==> src/rtl/ped_signal_ctrl_pkg.sv <==
// Shared types and lamp codes for the pedestrian signal controller.
package ped_signal_ctrl_pkg;

    typedef enum logic [1:0] {
        IDLE,
        GUARD,
        WALK,
        FLASH
    } ped_state_e;

    localparam logic [2:0] VEH_RED = 3'b110;
    localparam logic [2:0] VEH_YEL = 3'b101;
    localparam logic [2:0] VEH_GRN = 3'b011;

    localparam logic [1:0] PED_STOP = 2'b10;
    localparam logic [1:0] PED_WALK = 2'b01;
    localparam logic [1:0] PED_DARK = 2'b11;

    function automatic logic veh_legal(input logic [2:0] code);
        return (code == VEH_RED) || (code == VEH_YEL) || (code == VEH_GRN);
    endfunction

endpackage

==> src/rtl/ped_signal_ctrl_if.sv <==
// Vehicle lamp input and pedestrian lamp/status outputs.
interface ped_signal_ctrl_if;
    import ped_signal_ctrl_pkg::*;

    logic [2:0] veh_led;
    logic [1:0] ped_led;
    logic [3:0] sec_left;
    logic       walk_active;
    logic       fault;

    modport master (
        output veh_led,
        input  ped_led,
        input  sec_left,
        input  walk_active,
        input  fault
    );

    modport slave (
        input  veh_led,
        output ped_led,
        output sec_left,
        output walk_active,
        output fault
    );

endinterface

==> src/rtl/ped_signal_ctrl_tick_gen.sv <==
// Free-running divider: one-cycle pulse every N cycles after a clear.
module tick_gen #(
    parameter int unsigned N = 2
) (
    input  logic clk,
    input  logic rst,
    input  logic clr,
    output logic tick
);

    localparam logic [31:0] LAST = 32'(N - 1);

    logic [31:0] count_q;
    logic [31:0] count_d;

    always_comb begin
        count_d = count_q + 32'd1;
        if (clr || count_q == LAST) begin
            count_d = '0;
        end
    end

    assign tick = !clr && (count_q == LAST);

    always_ff @(posedge clk or negedge rst) begin
        if (!rst) begin
            count_q <= '0;
        end else begin
            count_q <= count_d;
        end
    end

endmodule

==> src/rtl/ped_signal_ctrl.sv <==
// Pedestrian lamp controller: grants guarded, timed walk phases
// only while vehicles hold red; aborts on leaving red or bad codes.
module ped_signal_ctrl
    import ped_signal_ctrl_pkg::*;
#(
    parameter int unsigned CLK_HZ    = 50_000_000,
    parameter int unsigned GUARD_CYC = 12_500_000,
    parameter int unsigned WALK_SEC  = 2,
    parameter int unsigned FLASH_SEC = 1,
    parameter int unsigned BLINK_CYC = 12_500_000
) (
    input  logic              clk,
    input  logic              rst,
    ped_signal_ctrl_if.slave  bus
);

    localparam logic [31:0] GUARD_LAST = 32'(GUARD_CYC - 1);
    localparam logic [3:0]  SEC_TOTAL  = 4'(WALK_SEC + FLASH_SEC);
    localparam logic [3:0]  SEC_FLASH  = 4'(FLASH_SEC + 1);

    ped_state_e  state_q, state_d;
    logic [2:0]  veh_prev_q, veh_prev_d;
    logic [31:0] cyc_q, cyc_d;
    logic [3:0]  sec_left_q, sec_left_d;
    logic [1:0]  ped_led_q, ped_led_d;
    logic        walk_active_q, walk_active_d;
    logic        fault_q, fault_d;

    logic        sec_tick;
    logic        blink_tick;
    logic        sec_clr;
    logic        blink_clr;
    logic        is_red;
    logic        legal;
    logic        red_entry;
    logic        abort;
    logic [3:0]  sec_dec;

    assign sec_clr   = !(state_q == WALK || state_q == FLASH);
    assign blink_clr = (state_q != FLASH);

    tick_gen #(.N(CLK_HZ)) u_sec_tick (
        .clk  (clk),
        .rst  (rst),
        .clr  (sec_clr),
        .tick (sec_tick)
    );

    tick_gen #(.N(BLINK_CYC)) u_blink_tick (
        .clk  (clk),
        .rst  (rst),
        .clr  (blink_clr),
        .tick (blink_tick)
    );

    assign is_red    = (bus.veh_led == VEH_RED);
    assign legal     = veh_legal(bus.veh_led);
    assign red_entry = is_red && (veh_prev_q != VEH_RED);
    assign abort     = (state_q != IDLE) && !is_red;
    assign sec_dec   = (sec_left_q == 4'd0) ? 4'd0 : sec_left_q - 4'd1;

    always_comb begin
        state_d       = state_q;
        veh_prev_d    = bus.veh_led;
        cyc_d         = cyc_q;
        sec_left_d    = sec_left_q;
        ped_led_d     = ped_led_q;
        walk_active_d = walk_active_q;
        fault_d       = fault_q;

        // Bad codes and leaving red both beat any timer event.
        if (!legal || abort) begin
            fault_d       = fault_q | !legal;
            state_d       = IDLE;
            cyc_d         = '0;
            sec_left_d    = '0;
            ped_led_d     = PED_STOP;
            walk_active_d = 1'b0;
        end else begin
            unique case (state_q)
                IDLE: begin
                    ped_led_d = PED_STOP;
                    if (red_entry && !fault_q) begin
                        state_d = GUARD;
                        cyc_d   = '0;
                    end
                end
                GUARD: begin
                    if (cyc_q == GUARD_LAST) begin
                        state_d       = WALK;
                        sec_left_d    = SEC_TOTAL;
                        ped_led_d     = PED_WALK;
                        walk_active_d = 1'b1;
                    end else begin
                        cyc_d = cyc_q + 32'd1;
                    end
                end
                WALK: begin
                    if (sec_tick) begin
                        sec_left_d = sec_dec;
                        if (sec_left_q == SEC_FLASH) begin
                            state_d = FLASH;
                        end
                    end
                end
                FLASH: begin
                    if (sec_tick && sec_left_q <= 4'd1) begin
                        state_d       = IDLE;
                        sec_left_d    = '0;
                        ped_led_d     = PED_STOP;
                        walk_active_d = 1'b0;
                    end else begin
                        if (sec_tick) begin
                            sec_left_d = sec_dec;
                        end
                        if (blink_tick) begin
                            ped_led_d = ped_led_q ^ (PED_WALK ^ PED_DARK);
                        end
                    end
                end
                default: state_d = IDLE;
            endcase
        end
    end

    always_ff @(posedge clk or negedge rst) begin
        if (!rst) begin
            state_q       <= IDLE;
            veh_prev_q    <= VEH_RED;
            cyc_q         <= '0;
            sec_left_q    <= '0;
            ped_led_q     <= PED_STOP;
            walk_active_q <= 1'b0;
            fault_q       <= 1'b0;
        end else begin
            state_q       <= state_d;
            veh_prev_q    <= veh_prev_d;
            cyc_q         <= cyc_d;
            sec_left_q    <= sec_left_d;
            ped_led_q     <= ped_led_d;
            walk_active_q <= walk_active_d;
            fault_q       <= fault_d;
        end
    end

    assign bus.ped_led     = ped_led_q;
    assign bus.sec_left    = sec_left_q;
    assign bus.walk_active = walk_active_q;
    assign bus.fault       = fault_q;

endmodule

==> src/flat_wrapper.sv <==
// flat-port wrapper written by rule: the top's interface ports become plain ports
module ped_signal_ctrl_flat import ped_signal_ctrl_pkg::*;
#(
    parameter int unsigned CLK_HZ    = 50_000_000,
    parameter int unsigned GUARD_CYC = 12_500_000,
    parameter int unsigned WALK_SEC  = 2,
    parameter int unsigned FLASH_SEC = 1,
    parameter int unsigned BLINK_CYC = 12_500_000
)
  (clk, rst, bus_veh_led, bus_ped_led, bus_sec_left, bus_walk_active, bus_fault);
  ped_signal_ctrl_if bus_i ();
  input  logic clk;
  input  logic rst;
  input wire logic [$bits(bus_i.veh_led)-1:0] bus_veh_led;
  output wire logic [$bits(bus_i.ped_led)-1:0] bus_ped_led;
  output wire logic [$bits(bus_i.sec_left)-1:0] bus_sec_left;
  output wire logic [$bits(bus_i.walk_active)-1:0] bus_walk_active;
  output wire logic [$bits(bus_i.fault)-1:0] bus_fault;
  assign bus_i.veh_led = bus_veh_led;
  assign bus_ped_led = bus_i.ped_led;
  assign bus_sec_left = bus_i.sec_left;
  assign bus_walk_active = bus_i.walk_active;
  assign bus_fault = bus_i.fault;
  ped_signal_ctrl #(.CLK_HZ(CLK_HZ), .GUARD_CYC(GUARD_CYC), .WALK_SEC(WALK_SEC), .FLASH_SEC(FLASH_SEC), .BLINK_CYC(BLINK_CYC)) u_core (.clk(clk), .rst(rst), .bus(bus_i));
endmodule
==> config.mk <==
export PLATFORM = sky130hd
export DESIGN_NAME = ped_signal_ctrl_flat
export DESIGN_NICKNAME = d
export VERILOG_FILES = /design/src/rtl/ped_signal_ctrl_pkg.sv /design/src/rtl/ped_signal_ctrl_if.sv /design/src/rtl/ped_signal_ctrl_tick_gen.sv /design/src/rtl/ped_signal_ctrl.sv /design/src/flat_wrapper.sv
export SDC_FILE = /design/constraint.sdc
export NUM_CORES = 1
export LEC_CHECK = 0
export CAP_MARGIN = 20
export CORE_ASPECT_RATIO = 1.2
export CORE_UTILIZATION = 45
export DETAILED_ROUTE_END_ITERATION = 10
export PLACE_DENSITY = 0.61
export SYNTH_ARGS = -nofsm -noshare
export SYNTH_HDL_FRONTEND = slang
export SYNTH_HIERARCHICAL = 1
export SYNTH_SLANG_ARGS = --single-unit
==> constraint.sdc <==
create_clock -name clk -period 2.08 [get_ports clk]
set_input_delay 0.416 -clock clk [delete_from_list [all_inputs] [get_ports clk]]
set_output_delay 0.416 -clock clk [all_outputs]
set_load 0.03 [all_outputs]
==> results.yml <==
drt:
  routed_wl_mm: 18.72
  antenna_left: 0
  remaining_drc_errors: 2
  drtPass1Iterations: 8
  wire_per_inst_um: 18.20
  vias: 6372
  drt_iter0_drc: 398
  vias_per_cell: 6.192
power_and_ir_drop:
  power_density_mw_per_mm2: 625.2
  clkPwrFrac: 0.308
  combPwrFrac: 0.289
  total_power_uw: 5458
  peakVddDrop_v: 0.0004356
  power.switching_uw: 1687
  p_sw_frac: 0.3090
  intPower_uw: 3771
  power_leakage_uw: 0.003529
  p_seq_frac: 0.404
sta:
  finClkSkew_ps: 7.744
  setup_slack_ps: -144.0
  rsz0062_at_grt: "yes"
  hold-worst-slack_ps: -3.638
  hold_viol_final: 5
  min_period_ps: 2224
  finalMaxSlewViolations: 0
  tns_ps: -1164
  fin_crit_sh: 1.069
  setup_viol: 19
  relSlewSlack: 0.7033
  worstMarginPinSlew_ps: 443.0
  timing.fmax_mhz: 449.6
cells_and_area:
  fin_util: 0.6291
  nets: 866
  diodes: 0
  drive_gt1_frac: 0.3333
  syn2layout_area_growth_pct: 35.81
setup_path:
  startpoint: "u_core/u_sec_tick/count_q[1]$_DFF_PN0_"
  start_kind: "flip-flop"
  crit_type: "reg2reg"
  cp-endpoint: "u_core/state_q[1]$_DFFE_PN0P_"
  crit_fanout: 2
  rr_worst_depth: 10
  crit_path_end_kind: "flip-flop"
  cp.arrival_ps: 2470
  worst_r2r_startpoint: "u_core/u_sec_tick/count_q[1]$_DFF_PN0_"
  cp.required_ps: 2320
  r2r_slack_ps: -140
  r2r-end: "u_core/state_q[1]$_DFFE_PN0P_"
global_routing:
  grt_overflow: 0
  grt_pass1_vias: 6210
  antenna_found_initial: 0
  grt_pass1_wl_mm: 29.57
  grt_use_total: 0.2460
  grt_max_degree: 44
clocking:
  clk_pin_slew_ps: 70
  insertion_delay_ps: 350
  cts_tree: "built"
  cts-root-buf: "clkbuf_16"
  clockBufferDepth: 2
  cts_buffers: 9
  cts_max_level: 3
  cts_hold_buf: 0
  clock-sinks: 109
synthesis:
  netlist.area_leader.share: 0.4126
  synth.avg_cell_area_um2: 9.132
  synth_compound_area_frac: 0.1761
  synth_xor_xnor_area_share: 0.03270
  ys_seq_area_frac: 0.4249
  synth_cell_type_count: 64
  synth-async-reset-ratio: 1.000
  synth_nets: 717
  ys_warn_count: 6
  synth_cells: 704
  synth_top_area_cell: "dfrtp_1"
  synth_top_family_by_area: "simple AND/OR/NAND/NOR gates"
  synth_area_mm2: 0.006429
  synth-simple-area-share: 0.3145
  synthMuxAreaShare: 0.003114
  synth_edf_count: 0
  synthAdderAreaFrac: 0.01557
  synth_ff_type: "dfrtp_1"
  yosys-top-cells-area: "dfrtp_1 41%, o31ai_1 5.5%, nand4_1 4.4%"
  ys_seq_elements: 109
run_status:
  status: "finished with violations"
  violations: "design-rule violations, negative hold slack, negative setup slack"
die:
  start_util: 0.4632
  core-area_mm2: 0.01388
  die_y_um: 132.9
  dieArea_mm2: 0.01477
  dieWidth_um: 111.1
  io_pins: 13
  row_count: 47
placed_design:
  gp_congestion: 0.9189
  pre_cts_slack_ps: -507.0
  dp_hpwl_mm: 12.76
  io_buffers: 12
min_path:
  min_path_type: "in2async"
flow_run:
  max_cap_viol_count: 0
[metrics by stage]
| step | instance area, um^2 | instances |
|---|---|---|
| 6_report | 8731 | 1029 |
| 5_1_grt | 8731 | 1029 |
| 4_1_cts | 8074 | 1002 |
| 3_5_place_dp | 7662 | 982 |
| 3_3_place_gp | 7662 | 982 |
| 2_1_floorplan | 6467 | 704 |
[kinds of logic after synthesis]
| logic type | count (synthesis) |
|---|---|
| AOI/OAI and AO/OA | 180 |
| xor gates and xnor gates | 24 |
| adders and majority gates | 8 |
| buffers and inverters | 48 |
| DFF | 109 |
| muxes | 2 |
| and+or+nand+nor | 333 |
[cell type report]
| cell class | count | area (um^2) |
|---|---|---|
| Fill cell | 1169 | 5147 |
| Multi-Input combinational cell | 548 | 3976 |
| Sequential cell | 109 | 2738 |
| Timing Repair Buffer | 169 | 1454 |
| Clock buffer | 13 | 270.3 |
| Tap cell | 171 | 214.0 |
| Inverter | 16 | 60.06 |
| Clock inverter | 3 | 18.77 |
[layer usage]
layer | wire [um] | global-route usage | up-vias
met5 | 0 | 0 | -
li1 | - | - | 3032
met4 | 671 | 0.1126 | 0
met3 | 633 | 0.03161 | 51
met1 | 7739 | 0.3003 | 3127
met2 | 9680 | 0.4333 | 162
[registers in the layout, summed over array words and instances (netlist names), 2 cells and up]
register	count
u_core/cyc_q	32
u_core/u_blink_tick/count_q	32
u_core/u_sec_tick/count_q	32
u_core/bus.sec_left	4
u_core/veh_prev_q	3
u_core/bus.ped_led	2
u_core/state_q	2
[cell usage after synthesis, drive strengths merged, types with 8 or more instances]
| library cell | n |
|---|---|
| nor2 | 49 |
| ha | 8 |
| a21oi | 56 |
| nand4 | 47 |
| clkbuf | 12 |
| nor4 | 21 |
| xor2 | 12 |
| and2 | 8 |
| and3 | 18 |
| inv | 16 |
| nor3 | 10 |
| dfrtp | 106 |
| or4 | 36 |
| and4 | 13 |
| nand3 | 48 |
| o31ai | 47 |
| buf | 20 |
| xnor2 | 12 |
| or3 | 19 |
| o21ai | 46 |
| nand2 | 42 |
[worst max-delay path: stages, from the launching register on]
cell	delay [ps]
dfrtp_1	400
ha_4	160
and3_4	190
nand4_1	110
buf_6	160
nor4_4	260
nand2b_1	110
o41a_1	350
nand2_1	80
nand4_1	130
o2bb2ai_1	160
[power groups by stage]
stage	clock [uW]	sequential (uW)	combinational [uW]
global route	1800	2210	1700
CTS	1720	2200	1210
finish	1680	2200	1580
detailed placement	0	2240	1150
global placement	0	2240	1130
floorplan	0	2270	549
[repair_timing]
action                     4_1_cts  5_1_grt
resized for setup               23       97
setup endpoints to repair       36       47
hold endpoints to repair         0        0
buffers inserted                 4       24
cloned                           0        5
pin swaps                        9       39
[worst min-delay path by stage]
| stage | from | endpoint | depth (start not counted) |
|---|---|---|---|
| 2_1_floorplan | rst | u_core/bus.fault$_DFFE_PN0N_ | 0 |
| 3_3_place_gp | rst | u_core/u_blink_tick/count_q[26]$_DFF_PN0_ | 1 |
| 3_5_place_dp | rst | u_core/u_blink_tick/count_q[26]$_DFF_PN0_ | 1 |
| 4_1_cts | rst | u_core/u_blink_tick/count_q[26]$_DFF_PN0_ | 1 |
| 5_1_grt | rst | u_core/u_blink_tick/count_q[26]$_DFF_PN0_ | 1 |
| 6_report | rst | u_core/u_blink_tick/count_q[25]$_DFF_PN0_ | 1 |
[layout by cell type (no fill, tap or decap), types with 4 or more instances in the layout]
| master | count |
|---|---|
| a21oi_2 | 23 |
| or3_4 | 4 |
| and4_1 | 11 |
| nor3_1 | 8 |
| nand2_1 | 41 |
| o21ai_1 | 6 |
| clkdlybuf4s50_1 | 8 |
| and2_1 | 7 |
| inv_1 | 14 |
| or4_1 | 12 |
| o21ai_0 | 39 |
| o31ai_4 | 4 |
| xnor2_1 | 12 |
| ha_1 | 4 |
| xor2_1 | 12 |
| nor4_2 | 4 |
| o31ai_2 | 7 |
| buf_12 | 4 |
| nand4_1 | 45 |
| a31oi_1 | 5 |
| nor4b_1 | 4 |
| or4_4 | 24 |
| nand2b_1 | 5 |
| or3_1 | 15 |
| and3_1 | 17 |
| nor4_4 | 5 |
| dfrtp_1 | 101 |
| nand3_1 | 43 |
| a21oi_1 | 33 |
| nor4_1 | 12 |
| clkbuf_16 | 11 |
| dfrtp_2 | 5 |
| buf_4 | 135 |
| nor2_1 | 47 |
| o31ai_1 | 36 |
| buf_6 | 14 |
Note: power is estimated with default switching activity, not from simulation.
